### config.mk
export PLATFORM = sky130hd
export DESIGN_NAME = biriq_branch_resolve
export DESIGN_NICKNAME = d
export VERILOG_FILES = /design/src/rtl/biriq_pkg.sv /design/src/rtl/biriq_branch_cond.sv /design/src/rtl/biriq_branch_resolve.sv
export SDC_FILE = /design/constraint.sdc
export NUM_CORES = 1
export LEC_CHECK = 0
export ABC_AREA = 0
export BUFFER_PORTS_ARGS = -buffer_cell sky130_fd_sc_hd__buf_2
export CORE_MARGIN = 5
export CORE_UTILIZATION = 30
export CTS_BUF_LIST = sky130_fd_sc_hd__clkbuf_8
export DETAILED_ROUTE_END_ITERATION = 16
export PLACE_DENSITY = 0.67
export SLEW_MARGIN = 20
export SYNTH_ARGS = -nofsm -noshare
export SYNTH_HDL_FRONTEND = slang
export SYNTH_SLANG_ARGS = --single-unit
### constraint.sdc
create_clock -name cpu_clock_i -period 2.2 [get_ports cpu_clock_i]
set_input_delay 0.44 -clock cpu_clock_i [delete_from_list [all_inputs] [get_ports cpu_clock_i]]
set_output_delay 0.44 -clock cpu_clock_i [all_outputs]
set_load 0.005 [all_outputs]
### src/rtl/biriq_pkg.sv
// ---------------------------------------------------------------------------
// biriq_pkg
// Shared definitions for the branch-resolution block:
//   - RISC-V branch funct3 condition encodings
//   - resolve FSM state type br_state_t
//   - default ROB tag width
//   - helper that tells whether a funct3 value is a real conditional branch
// ---------------------------------------------------------------------------
package biriq_pkg;

    localparam int ROB_ID_W_DEFAULT = 6;

    localparam logic [2:0] BCOND_EQ  = 3'b000;
    localparam logic [2:0] BCOND_NE  = 3'b001;
    localparam logic [2:0] BCOND_LT  = 3'b100;
    localparam logic [2:0] BCOND_GE  = 3'b101;
    localparam logic [2:0] BCOND_LTU = 3'b110;
    localparam logic [2:0] BCOND_GEU = 3'b111;

    typedef enum logic [1:0] {
        ST_IDLE     = 2'd0,
        ST_REDIRECT = 2'd1,
        ST_DRAIN    = 2'd2
    } br_state_t;

    // 010/011 are not branch encodings; everything else is a conditional branch.
    function automatic logic bcond_is_cond(input logic [2:0] bcond);
        return (bcond != 3'b010) && (bcond != 3'b011);
    endfunction

endpackage

### src/rtl/biriq_branch_cond.sv
// ---------------------------------------------------------------------------
// biriq_branch_cond
// Purely combinational taken decode for a resolved branch.
// Ports:
//   bcond_i  - funct3 branch condition
//   jump_i   - unconditional jump, forces taken
//   mts_i    - rs1 > rs2 (signed)
//   mtu_i    - rs1 > rs2 (unsigned)
//   eq_i     - rs1 == rs2
//   taken_o  - resolved direction
// ---------------------------------------------------------------------------
module biriq_branch_cond
    import biriq_pkg::*;
(
    input  logic [2:0] bcond_i,
    input  logic       jump_i,
    input  logic       mts_i,
    input  logic       mtu_i,
    input  logic       eq_i,
    output logic       taken_o
);

    logic cond_taken;

    // LT/LTU are "not greater and not equal"; GE/GEU are their complements.
    always_comb begin
        cond_taken = 1'b0;
        case (bcond_i)
            BCOND_EQ:  cond_taken = eq_i;
            BCOND_NE:  cond_taken = !eq_i;
            BCOND_LT:  cond_taken = !(mts_i | eq_i);
            BCOND_GE:  cond_taken = mts_i | eq_i;
            BCOND_LTU: cond_taken = !(mtu_i | eq_i);
            BCOND_GEU: cond_taken = mtu_i | eq_i;
            default:   cond_taken = 1'b0;
        endcase
    end

    assign taken_o = jump_i | cond_taken;

endmodule

### src/rtl/biriq_branch_resolve.sv
// ---------------------------------------------------------------------------
// biriq_branch_resolve
// Resolves branch ops against their prediction, writes the result back to
// the ROB one cycle after acceptance and requests a frontend redirect on a
// mispredict. After a redirect is taken, younger ops are discarded until the
// ROB flushes.
//
// Optional feature macro: BIRIQ_BRANCH_BP_UPDATE_EN
//   defined   - bp_* carries a predictor update alongside each branch writeback
//   undefined - bp_* outputs are tied to 0
//
// Ports:
//   cpu_clock_i / cpu_reset_i         clock, synchronous active-high reset
//   valid_i / ready_o                 op handshake
//   rob_id_i, pc_i, target_i          op tag, branch PC, computed taken target
//   bcond_i, jump_i, mts_i/mtu_i/eq_i condition and compare flags
//   pred_taken_i, pred_target_i       prediction to verify
//   flush_i                           ROB global flush
//   wb_valid_o/wb_rob_id_o/wb_mispredict_o   completion
//   redirect_valid_o/redirect_pc_o/redirect_ready_i  frontend redirect
//   bp_valid_o/bp_pc_o/bp_target_o/bp_taken_o        predictor update
// ---------------------------------------------------------------------------
module biriq_branch_resolve #(
    parameter int ROB_ID_W = biriq_pkg::ROB_ID_W_DEFAULT
) (
    input  logic                cpu_clock_i,
    input  logic                cpu_reset_i,
    input  logic                valid_i,
    output logic                ready_o,
    input  logic [ROB_ID_W-1:0] rob_id_i,
    input  logic [31:0]         pc_i,
    input  logic [31:0]         target_i,
    input  logic [2:0]          bcond_i,
    input  logic                jump_i,
    input  logic                mts_i,
    input  logic                mtu_i,
    input  logic                eq_i,
    input  logic                pred_taken_i,
    input  logic [31:0]         pred_target_i,
    input  logic                flush_i,
    output logic                wb_valid_o,
    output logic [ROB_ID_W-1:0] wb_rob_id_o,
    output logic                wb_mispredict_o,
    output logic                redirect_valid_o,
    output logic [31:0]         redirect_pc_o,
    input  logic                redirect_ready_i,
    output logic                bp_valid_o,
    output logic [31:0]         bp_pc_o,
    output logic [31:0]         bp_target_o,
    output logic                bp_taken_o
);

    import biriq_pkg::*;

    logic        taken;
    logic        accept;
    logic        mispredict;
    logic [31:0] correct_pc;

    br_state_t           state_q,         state_d;
    logic                wb_valid_q,      wb_valid_d;
    logic [ROB_ID_W-1:0] wb_rob_id_q,     wb_rob_id_d;
    logic                wb_mispredict_q, wb_mispredict_d;
    logic [31:0]         redirect_pc_q,   redirect_pc_d;

    biriq_branch_cond u_cond (
        .bcond_i (bcond_i),
        .jump_i  (jump_i),
        .mts_i   (mts_i),
        .mtu_i   (mtu_i),
        .eq_i    (eq_i),
        .taken_o (taken)
    );

    // Handshake and redirect request are pure state decodes, so they are
    // glitch-free and valid in the first cycle after reset.
    assign ready_o          = (state_q != ST_REDIRECT);
    assign redirect_valid_o = (state_q == ST_REDIRECT);
    assign accept           = valid_i && ready_o;

    assign mispredict = (taken != pred_taken_i) || (taken && (target_i != pred_target_i));
    assign correct_pc = taken ? target_i : (pc_i + 32'd4);

    always_comb begin
        state_d         = state_q;
        wb_valid_d      = 1'b0;
        wb_rob_id_d     = wb_rob_id_q;
        wb_mispredict_d = wb_mispredict_q;
        redirect_pc_d   = redirect_pc_q;

        if (flush_i) begin
            // Flush squashes a same-cycle op and any pending redirect.
            state_d = ST_IDLE;
        end else begin
            case (state_q)
                ST_IDLE: begin
                    if (accept) begin
                        wb_valid_d      = 1'b1;
                        wb_rob_id_d     = rob_id_i;
                        wb_mispredict_d = mispredict;
                        if (mispredict) begin
                            redirect_pc_d = correct_pc;
                            state_d       = ST_REDIRECT;
                        end
                    end
                end
                ST_REDIRECT: begin
                    if (redirect_ready_i) begin
                        state_d = ST_DRAIN;
                    end
                end
                ST_DRAIN: begin
                    // Ops are accepted but dropped: they are on the wrong path.
                    state_d = ST_DRAIN;
                end
                default: state_d = ST_IDLE;
            endcase
        end
    end

    always_ff @(posedge cpu_clock_i) begin
        if (cpu_reset_i) begin
            state_q         <= ST_IDLE;
            wb_valid_q      <= 1'b0;
            wb_rob_id_q     <= '0;
            wb_mispredict_q <= 1'b0;
            redirect_pc_q   <= '0;
        end else begin
            state_q         <= state_d;
            wb_valid_q      <= wb_valid_d;
            wb_rob_id_q     <= wb_rob_id_d;
            wb_mispredict_q <= wb_mispredict_d;
            redirect_pc_q   <= redirect_pc_d;
        end
    end

    assign wb_valid_o      = wb_valid_q;
    assign wb_rob_id_o     = wb_rob_id_q;
    assign wb_mispredict_o = wb_mispredict_q;
    assign redirect_pc_o   = redirect_pc_q;

`ifdef BIRIQ_BRANCH_BP_UPDATE_EN
    logic        bp_valid_q,  bp_valid_d;
    logic [31:0] bp_pc_q,     bp_pc_d;
    logic [31:0] bp_target_q, bp_target_d;
    logic        bp_taken_q,  bp_taken_d;

    // Update rides on the same edge as the writeback it belongs to.
    always_comb begin
        bp_valid_d  = wb_valid_d && (jump_i || bcond_is_cond(bcond_i));
        bp_pc_d     = bp_pc_q;
        bp_target_d = bp_target_q;
        bp_taken_d  = bp_taken_q;
        if (bp_valid_d) begin
            bp_pc_d     = pc_i;
            bp_target_d = target_i;
            bp_taken_d  = taken;
        end
    end

    always_ff @(posedge cpu_clock_i) begin
        if (cpu_reset_i) begin
            bp_valid_q  <= 1'b0;
            bp_pc_q     <= '0;
            bp_target_q <= '0;
            bp_taken_q  <= 1'b0;
        end else begin
            bp_valid_q  <= bp_valid_d;
            bp_pc_q     <= bp_pc_d;
            bp_target_q <= bp_target_d;
            bp_taken_q  <= bp_taken_d;
        end
    end

    assign bp_valid_o  = bp_valid_q;
    assign bp_pc_o     = bp_pc_q;
    assign bp_target_o = bp_target_q;
    assign bp_taken_o  = bp_taken_q;
`else
    assign bp_valid_o  = 1'b0;
    assign bp_pc_o     = '0;
    assign bp_target_o = '0;
    assign bp_taken_o  = 1'b0;
`endif

endmodule

Word-level counts from Yosys, hierarchy flattened
Index checks and enable logic that the tools add are counted.
{"block": "totals", "register_bits": 42, "output_inout_bits": 108}
{"block": "classes", "n_addsub": 1, "n_eq_ne": 13, "muxes": 7, "n_bitwise": 5, "reduce_logical": 13}
{"op": "adder 32 x 3 -> 32 bit (second input constant)", "count": 1}
{"op": "2-to-1 mux 32 bit", "count": 1}
{"op": "inequality test 32 bit", "count": 1}
{"op": "== test 3 bit (second input constant)", "count": 4}
{"op": "2-to-1 mux 2 bit", "count": 3}
{"op": "one-hot mux 1 bit (6 select lines)", "count": 1}
{"op": "one-hot mux 2 bit (3 select lines)", "count": 1}
{"op": "AND reduction 3 bit", "count": 2}
{"op": "inequality test 2 x 1 -> 1 bit (second input constant)", "count": 2}
{"op": "inequality test 2 bit (second input constant)", "count": 2}
{"op": "AND reduction 4 bit", "count": 1}
{"op": "== test 3 x 1 -> 1 bit (second input constant)", "count": 1}
{"op": "logical NOT 1 bit", "count": 3}
{"op": "logical NOT 3 bit", "count": 1}
{"op": "OR 1 bit", "count": 3}
{"op": "OR reduction 3 bit", "count": 1}
{"op": "== test 2 x 1 -> 1 bit (second input constant)", "count": 1}
{"op": "== test 2 bit (second input constant)", "count": 1}
{"op": "logical AND 1 bit", "count": 2}
{"op": "logical NOT 2 bit", "count": 1}
{"op": "inverter 1 bit", "count": 2}
{"op": "OR reduction 2 bit", "count": 1}
{"op": "logical OR 1 bit", "count": 1}
{"op": "2-to-1 mux 1 bit", "count": 1}
{"op": "inequality test 1 bit", "count": 1}

Depth between registers and ports, before layout
Gate-level depths: netlist of the first run.
{"block": "depth", "ltp_word": 9, "ltp_mapped": 9, "ltp_nobuf": 7}

By module
A second synthesis of the first run with hierarchy kept.
{"block": "hier_totals", "cells_unflattened": 454, "hier_area_um2": 3572.2}
{"module": "biriq_branch_resolve", "n_inst": 1, "cells_each": 444, "area_each_um2": 3507.1}
{"module": "biriq_branch_cond", "n_inst": 1, "cells_each": 10, "area_each_um2": 65.1}

Worst setup path after synthesis of the first run
OpenSTA, ideal clock, no wires.
{"block": "synth_path", "path_type": "in2reg", "start": "in eq_i", "end": "reg redirect_pc_q[29] (netlist: redirect_pc_o[29])", "t_arrival_ps": 1960, "setup_slack_ps": 110, "cell_stages": 7, "path_cell_list": "or4b_4 -> a31oi_4 -> o311ai_1 -> buf_2 -> clkbuf_1 -> o211ai_1 -> o31ai_2"}
{"block": "synth_via", "elab_chain_len": 7, "elab_cells_between_ends": 12, "classes_between": "eq/ne (1); mux (2); bitwise (3); reduce/logical (6)"}
{"element": "from (decl)", "line": "biriq_branch_resolve.sv:37", "rtl": "input logic eq_i,"}
{"element": "OR 1 bit (on tied branches)"}
{"element": "logical NOT 1 bit (on tied branches)", "line": "biriq_branch_cond.sv:33, biriq_branch_cond.sv:31"}
{"element": "one-hot mux 1 bit (6 select lines) *", "line": "biriq_branch_cond.sv:28", "rtl": "case (bcond_i)"}
{"element": "OR 1 bit *", "line": "biriq_branch_cond.sv:39", "rtl": "assign taken_o = jump_i | cond_taken;"}
{"element": "inequality test 1 bit / logical AND 1 bit (equally long branches)", "line": "biriq_branch_resolve.sv:81", "rtl": "assign mispredict = (taken != pred_taken_i) || (taken && (target_i != pred_target_i));"}
{"element": "logical OR 1 bit", "line": "biriq_branch_resolve.sv:81"}
{"element": "AND reduction 4 bit (no line)"}
{"element": "to (signal assigned)", "line": "biriq_branch_resolve.sv:133", "rtl": "redirect_pc_q <= redirect_pc_d;"}
{"element": "to (decl)", "line": "biriq_branch_resolve.sv:64", "rtl": "logic [31:0] redirect_pc_q, redirect_pc_d;"}
Mark *: on every way between the ends. The rest lies on a longest branch, timed or not.
A chain may end at the register's enable or synchronous reset.

Final worst setup path of the first run
{"block": "layout_path", "start": "in eq_i", "end": "reg redirect_pc_q[11] (netlist: redirect_pc_o[11])"}
The elaborated chain is that of the path after synthesis.

==> metrics, run 1 <==
Rows 39; area delta synth->final 30.0%; CTS max path bufs 2; DR iter-0 viols 139; gr usage total 17.1%; layout cells sized above 1 34.9%; total leakage power 2.05 nW; peak supply drop 0.190 mV; I/O Pins 223; outcome finished, final reports clean; setup slack after layout 0.103 ns; port bufs 156; Max Cap Violations 0; Req. time, crit path 2.44 ns; Non-Filler Instances 764; register bit total from synthesis 42; final net count 738; placed cell count 756; crit path kind in -> reg; hold_ws 0.334 ns; f_max 0.477 GHz; via count 3707; die width 119 microns; first-pass GRT wire length 19600 microns; CP max stage delay 0.55 ns; ant diodes 0; hold buffer count at CTS 0; htree depth 2; commonest non-fill, non-tap cells in the layout 156 x buf_2, 66 x conb_1, 42 x dfxtp_1; Setup TNS 0 ns; synth top area cells dfxtp_1 24%, buf_4 14%, xnor2_1 10%; setup bufs post-CTS 0; Synth area leader dfxtp_1; design area 4620 sq um; Mean Syn Cell Area 8.01 sq um; DRC viols 0; top_reg_cell synth dfxtp_1; Hold Path Class in -> reg; die area 14100 sq um; Seq/Total Area, Yosys 23.6%; RSZ-0062 raised after global routing false; critical path startpoint category input port; clk sink count 42; worst-margin pin slew 0.483 ns; cts bufs inserted 5; drt wl/cell 16.6 microns; count of final setup violators 0; Placement Setup Slack -0.377 ns; Post-synth EDFFs 0; Die Ht 119 microns; worst clock skew 0.00737 ns; Routed Antenna Nets 0; max-slew violation count 0; post-synth cell types 46; clk_lat worst skew 0.30 ns; First-pass DRT Iterations 4; Post-Syn Area 3560 sq um; Core ar. 11500 sq um; Synth Warn # 0; DR vias/cell 4.85; final wirelength 12700 microns; PwrDens 459 nW/um^2; Post-Synthesis Cells 444; CTS tree done; filler cell count 1193; Routability Congestion 0.846; Final Hold Viols 0; Clock Tree Root clkbuf_8; CP endpoint kind flip-flop; Arr. time, crit path 2.34 ns; initial core utilization 30.9%; Slew HR 66.9%; Reg clk slew, reported paths 0.08 ns; worst-path fanout max 7; Detailed Place HPWL 10900 microns; total chip power 2.12 mW; register-to-register setup slack 0.29 ns; placed instance area 4500 sq um; Overflow after GRT 0; crit path cell chain buf_2 > or4b_4 > a31oi_4 > buf_4 > o21ai_0 > a2111oi_0 > a31o_1; initial antenna violation count 0; vias in the first global route 3739; fraction of registers with async set/reset 0%; fin crit share 95.3%; post-route minimum period 2.10 ns; largest net degree at the start of global routing 41; Crit-path slowest cell or4b_4; post-synth top area share 23.6%; most common cell after layout, fill and taps aside buf_2; Post-Route Utilization 40.2%
## Yosys cell counts (all sizes together) (5+ instances only)
library cell	count
a21oi	22
xor2	18
nor4	14
nand3	24
nand4	17
dfxtp	42
nor2	7
o211ai	38
xnor2	42
o31ai	8
buf	78
o21ai	24
clkbuf	15
inv	6
nor3	5
nand2	31
a211o	6
mux2i	9
## timing repair
item                       in CTS  in global routing
gates cloned                    0                  0
gates resized for setup         1                  2
pin swaps                       0                  1
setup endpoints to repair      29                 25
## area by class of cell
class / count / area (sq um) / area share, %
clock buffer: 5 / 68.8 / 1.49
timing repair buffer: 197 / 1130 / 24.4
tap: 143 / 179 / 3.87
multi-input combinational: 368 / 2350 / 50.8
sequential: 42 / 841 / 18.2
clock inverter: 3 / 40.0 / 0.866
inverter: 6 / 22.5 / 0.487
## logic make-up (layout without fill, tap and decap cells)
logic type	after synthesis	in the layout	share of synthesized area (%)
other	1	66	0.105
adders and majority gates	3	3	1.05
AOI/OAI and AO/OA	114	114	22.3
DFF	42	42	23.6
muxes	9	9	2.53
xor gates and xnor gates	60	60	14.8
and+or+nand+nor	116	116	17.3
buffers and inverters	99	211	18.2
## state kept, by name, indices dropped and copies added, names as in the netlist
name / flops
redirect_pc_o: 32
wb_mispredict_o: 1
state_q: 2
wb_rob_id_o: 6
wb_valid_o: 1
## critical path, delay by kind of cell
kind	cells	cell delay, ns
buf+inv	2	0.33
compound gates	4	1.00
simple gates	1	0.55
## power by group
part	internal, mW	switching, mW
clock	0.334	0.276
combinational	0.307	0.374
sequential	0.806	0.0270
total	1.45	0.677
## final timing paths
check,to,cells past startpoint,from
worst max register to register,redirect_pc_o[11]$_SDFFE_PP0P_,6,state_q[1]$_SDFFE_PP0P_
worst min-delay path,state_q[0]$_SDFFE_PP0P_,2,flush_i
worst max-delay path,redirect_pc_o[11]$_SDFFE_PP0P_,7,eq_i
worst min register to register,wb_rob_id_o[0]$_SDFFE_PP0P_,2,wb_rob_id_o[0]$_SDFFE_PP0P_
## routing by layer
layer | track usage, % | up-vias | wire [microns]
li1 | - | 1840 | -
met1 | 21.7 | 1676 | 5380
met2 | 29.7 | 171 | 6150
met3 | 2.80 | 20 | 833
met4 | 5.14 | 0 | 280
met5 | 0 | - | 0
No activity file was read; power rests on OpenSTA's default activity.
==> inputs of run 2 (changes only) <==
--- a/config.mk
+++ b/config.mk
@@ -5,13 +5,13 @@
 export SDC_FILE = /design/constraint.sdc
 export NUM_CORES = 1
 export LEC_CHECK = 0
-export ABC_AREA = 0
+export ABC_AREA = 1
 export BUFFER_PORTS_ARGS = -buffer_cell sky130_fd_sc_hd__buf_2
 export CORE_MARGIN = 5
 export CORE_UTILIZATION = 30
 export CTS_BUF_LIST = sky130_fd_sc_hd__clkbuf_8
 export DETAILED_ROUTE_END_ITERATION = 16
-export PLACE_DENSITY = 0.67
+export PLACE_DENSITY = 0.64
 export SLEW_MARGIN = 20
 export SYNTH_ARGS = -nofsm -noshare
 export SYNTH_HDL_FRONTEND = slang
==> metrics, run 2 <==
PwrDens 409 nW/um^2 (-11%); hold_ws 0.360 ns (+0.0258 ns); commonest non-fill, non-tap cells in the layout 278 x nand2_1, 156 x buf_2, 112 x nor2_1; fin crit share 81.4% (-14 points); worst clock skew 0.00406 ns (-0.00331 ns); register-to-register setup slack 0.41 ns (+0.12 ns); initial core utilization 30.3% (-0.56 points); final wirelength 15600 microns (+24%); Req. time, crit path 2.40 ns (-0.04 ns); fraction of registers with async set/reset 0% (unchanged); Overflow after GRT 0 (unchanged); Synth Warn # 0 (unchanged); outcome finished, final reports clean; clk_lat worst skew 0.30 ns (about the same); hold buffer count at CTS 0 (unchanged); gr usage total 17.8% (+0.79 points); post-route minimum period 1.79 ns (-0.306 ns); Final Hold Viols 0 (unchanged); RSZ-0062 raised after global routing false; Post-Route Utilization 36.3% (-3.8 points); top_reg_cell synth dfxtp_1; Setup TNS 0 ns (unchanged); most common cell after layout, fill and taps aside nand2_1; I/O Pins 223 (unchanged); setup bufs post-CTS 0 (unchanged); Clock Tree Root clkbuf_8; CP endpoint kind flip-flop; total leakage power 2.96 nW (+44%); die width 131 microns (+9.8%); Reg2Reg Capture Point redirect_pc_o[23]$_SDFFE_PP0P_; Max Cap Violations 0 (unchanged); initial antenna violation count 0 (unchanged); final net count 1064 (+44%); Worst Hold End wb_rob_id_o[1]$_SDFFE_PP0P_; synth top area cells nand2_1 24%, dfxtp_1 19%, buf_4 12%; Post-Syn Area 4360 sq um (+23%); f_max 0.559 GHz (+17%); post-synth cell types 30 (-35%); Core ar. 14400 sq um (+25%); Rows 44 (+13%); Routability Congestion 0.922 (+9.1%); Seq/Total Area, Yosys 19.3% (-4.3 points); Synth top cells by count 278 x nand2_1, 112 x nor2_1, 106 x inv_1; Post-synth EDFFs 0 (unchanged); max-slew violation count 0 (unchanged); count of final setup violators 0 (unchanged); CTS tree done; setup slack after layout 0.410 ns (+0.306 ns); clk sink count 42 (unchanged); area delta synth->final 19.7%; R2R depth 9 (+3); Worst Hold Launch rob_id_i[1]; largest net degree at the start of global routing 39 (-4.9%); First-pass DRT Iterations 5 (+1); Routed Antenna Nets 0 (unchanged); Arr. time, crit path 1.99 ns (-0.35 ns); vias in the first global route 4634 (+24%); Placement Setup Slack 0.171 ns (+0.548 ns); Reg-to-Reg Start state_q[1]$_SDFFE_PP0P_; Die Ht 131 microns (+9.8%); DR vias/cell 4.44 (-8.4%); ant diodes 0 (unchanged); post-synth top area share 23.9% (+0.31 points); first-pass GRT wire length 23900 microns (+22%); CTS max path bufs 2 (unchanged); htree depth 2 (unchanged); Detailed Place HPWL 13400 microns (+23%); peak supply drop 0.248 mV (+31%); worst hold stages 3 (+1); most frequent cell after synthesis nand2_1; Mean Syn Cell Area 5.48 sq um (-32%); die area 17000 sq um (+21%); layout cells sized above 1 19.4% (-16 points); CTS resizes 0 (-1); drt wl/cell 13.8 microns (-17%); register bit total from synthesis 42 (unchanged); Reg clk slew, reported paths 0.08 ns (about the same); DRC viols 0 (unchanged); DR iter-0 viols 257 (+85%); cts bufs inserted 5 (unchanged); via count 5026 (+36%); port bufs 156 (unchanged); critical path startpoint category flip-flop; max reg flops 32 (unchanged); worst-path fanout max 19 (+12); Post-Synthesis Cells 795 (+79%); Synth area leader nand2_1; crit path kind reg -> reg; CP Launch Point state_q[1]$_SDFFE_PP0P_; Hold Path Class in -> reg
run 2: how the worst max path moves through the flow:
stage	endpoint	slack (ns)	depth (start not counted)
floorplan	redirect_pc_o[18]$_SDFFE_PP0P_	0.50	12
finish	redirect_pc_o[23]$_SDFFE_PP0P_	0.41	9
global placement	redirect_pc_o[15]$_SDFFE_PP0P_	0.19	11
global route	redirect_pc_o[23]$_SDFFE_PP0P_	0.24	9
CTS	redirect_pc_o[23]$_SDFFE_PP0P_	0.40	9
detailed placement	redirect_pc_o[21]$_SDFFE_PP0P_	0.17	10
run 2: metrics by stage:
| step | cells | total power, mW | instance area (sq um) |
|---|---|---|---|
| after global placement | 1123 | 1.62 | 5130 |
| after detailed placement | 1123 | 1.62 | 5130 |
| after floorplan | 860 | 1.37 | 4600 |
| final | 1131 | 2.13 | 5220 |
| after global routing | 1131 | 2.30 | 5220 |
| after CTS | 1131 | 2.15 | 5220 |
run 2: report_power, final:
part,internal [mW],switching (mW),total (mW)
clock,0.249,0.274,0.523
sequential,0.811,0.0247,0.836
combinational,0.290,0.484,0.774
total,1.35,0.783,2.13
run 2: routing by layer:
layer / GRT usage (%) / share of wire [%]
met1: 24.0 / 44
met2: 30.4 / 46
met3: 3.29 / 8.6
met4: 2.96 / 1.4
met5: 0 / 0
run 2: layout make-up:
type / instances / area (sq um)
Fill cell: 1676 / 9150
Multi-Input combinational cell: 624 / 2760
Clock buffer: 6 / 82.6
Tap cell: 184 / 230
Inverter: 106 / 398
Timing Repair Buffer: 167 / 901
Clock inverter: 2 / 8.76
Sequential cell: 42 / 841
run 2: worst max-delay path, cell delays in order (launching register included):
cell	delay, ns
dfxtp_1	0.33
inv_1	0.06
ha_1	0.18
inv_1	0.08
nand2_1	0.11
nor3_4	0.29
buf_4	0.29
nand4_1	0.16
nor2_1	0.13
nor2_1	0.05
run 2: logic make-up (layout without fill, tap and decap cells):
kind of cell	after synthesis	after routing	synth area share, %
flip-flops	42	42	19.3
adder cells (fa/ha/maj)	3	3	0.861
XOR/XNOR	21	21	4.22
AO/OA/AOI/OAI	75	75	8.64
other	1	66	0.0860
buffers and inverters	194	281	23.2
AND/OR/NAND/NOR	459	459	43.7
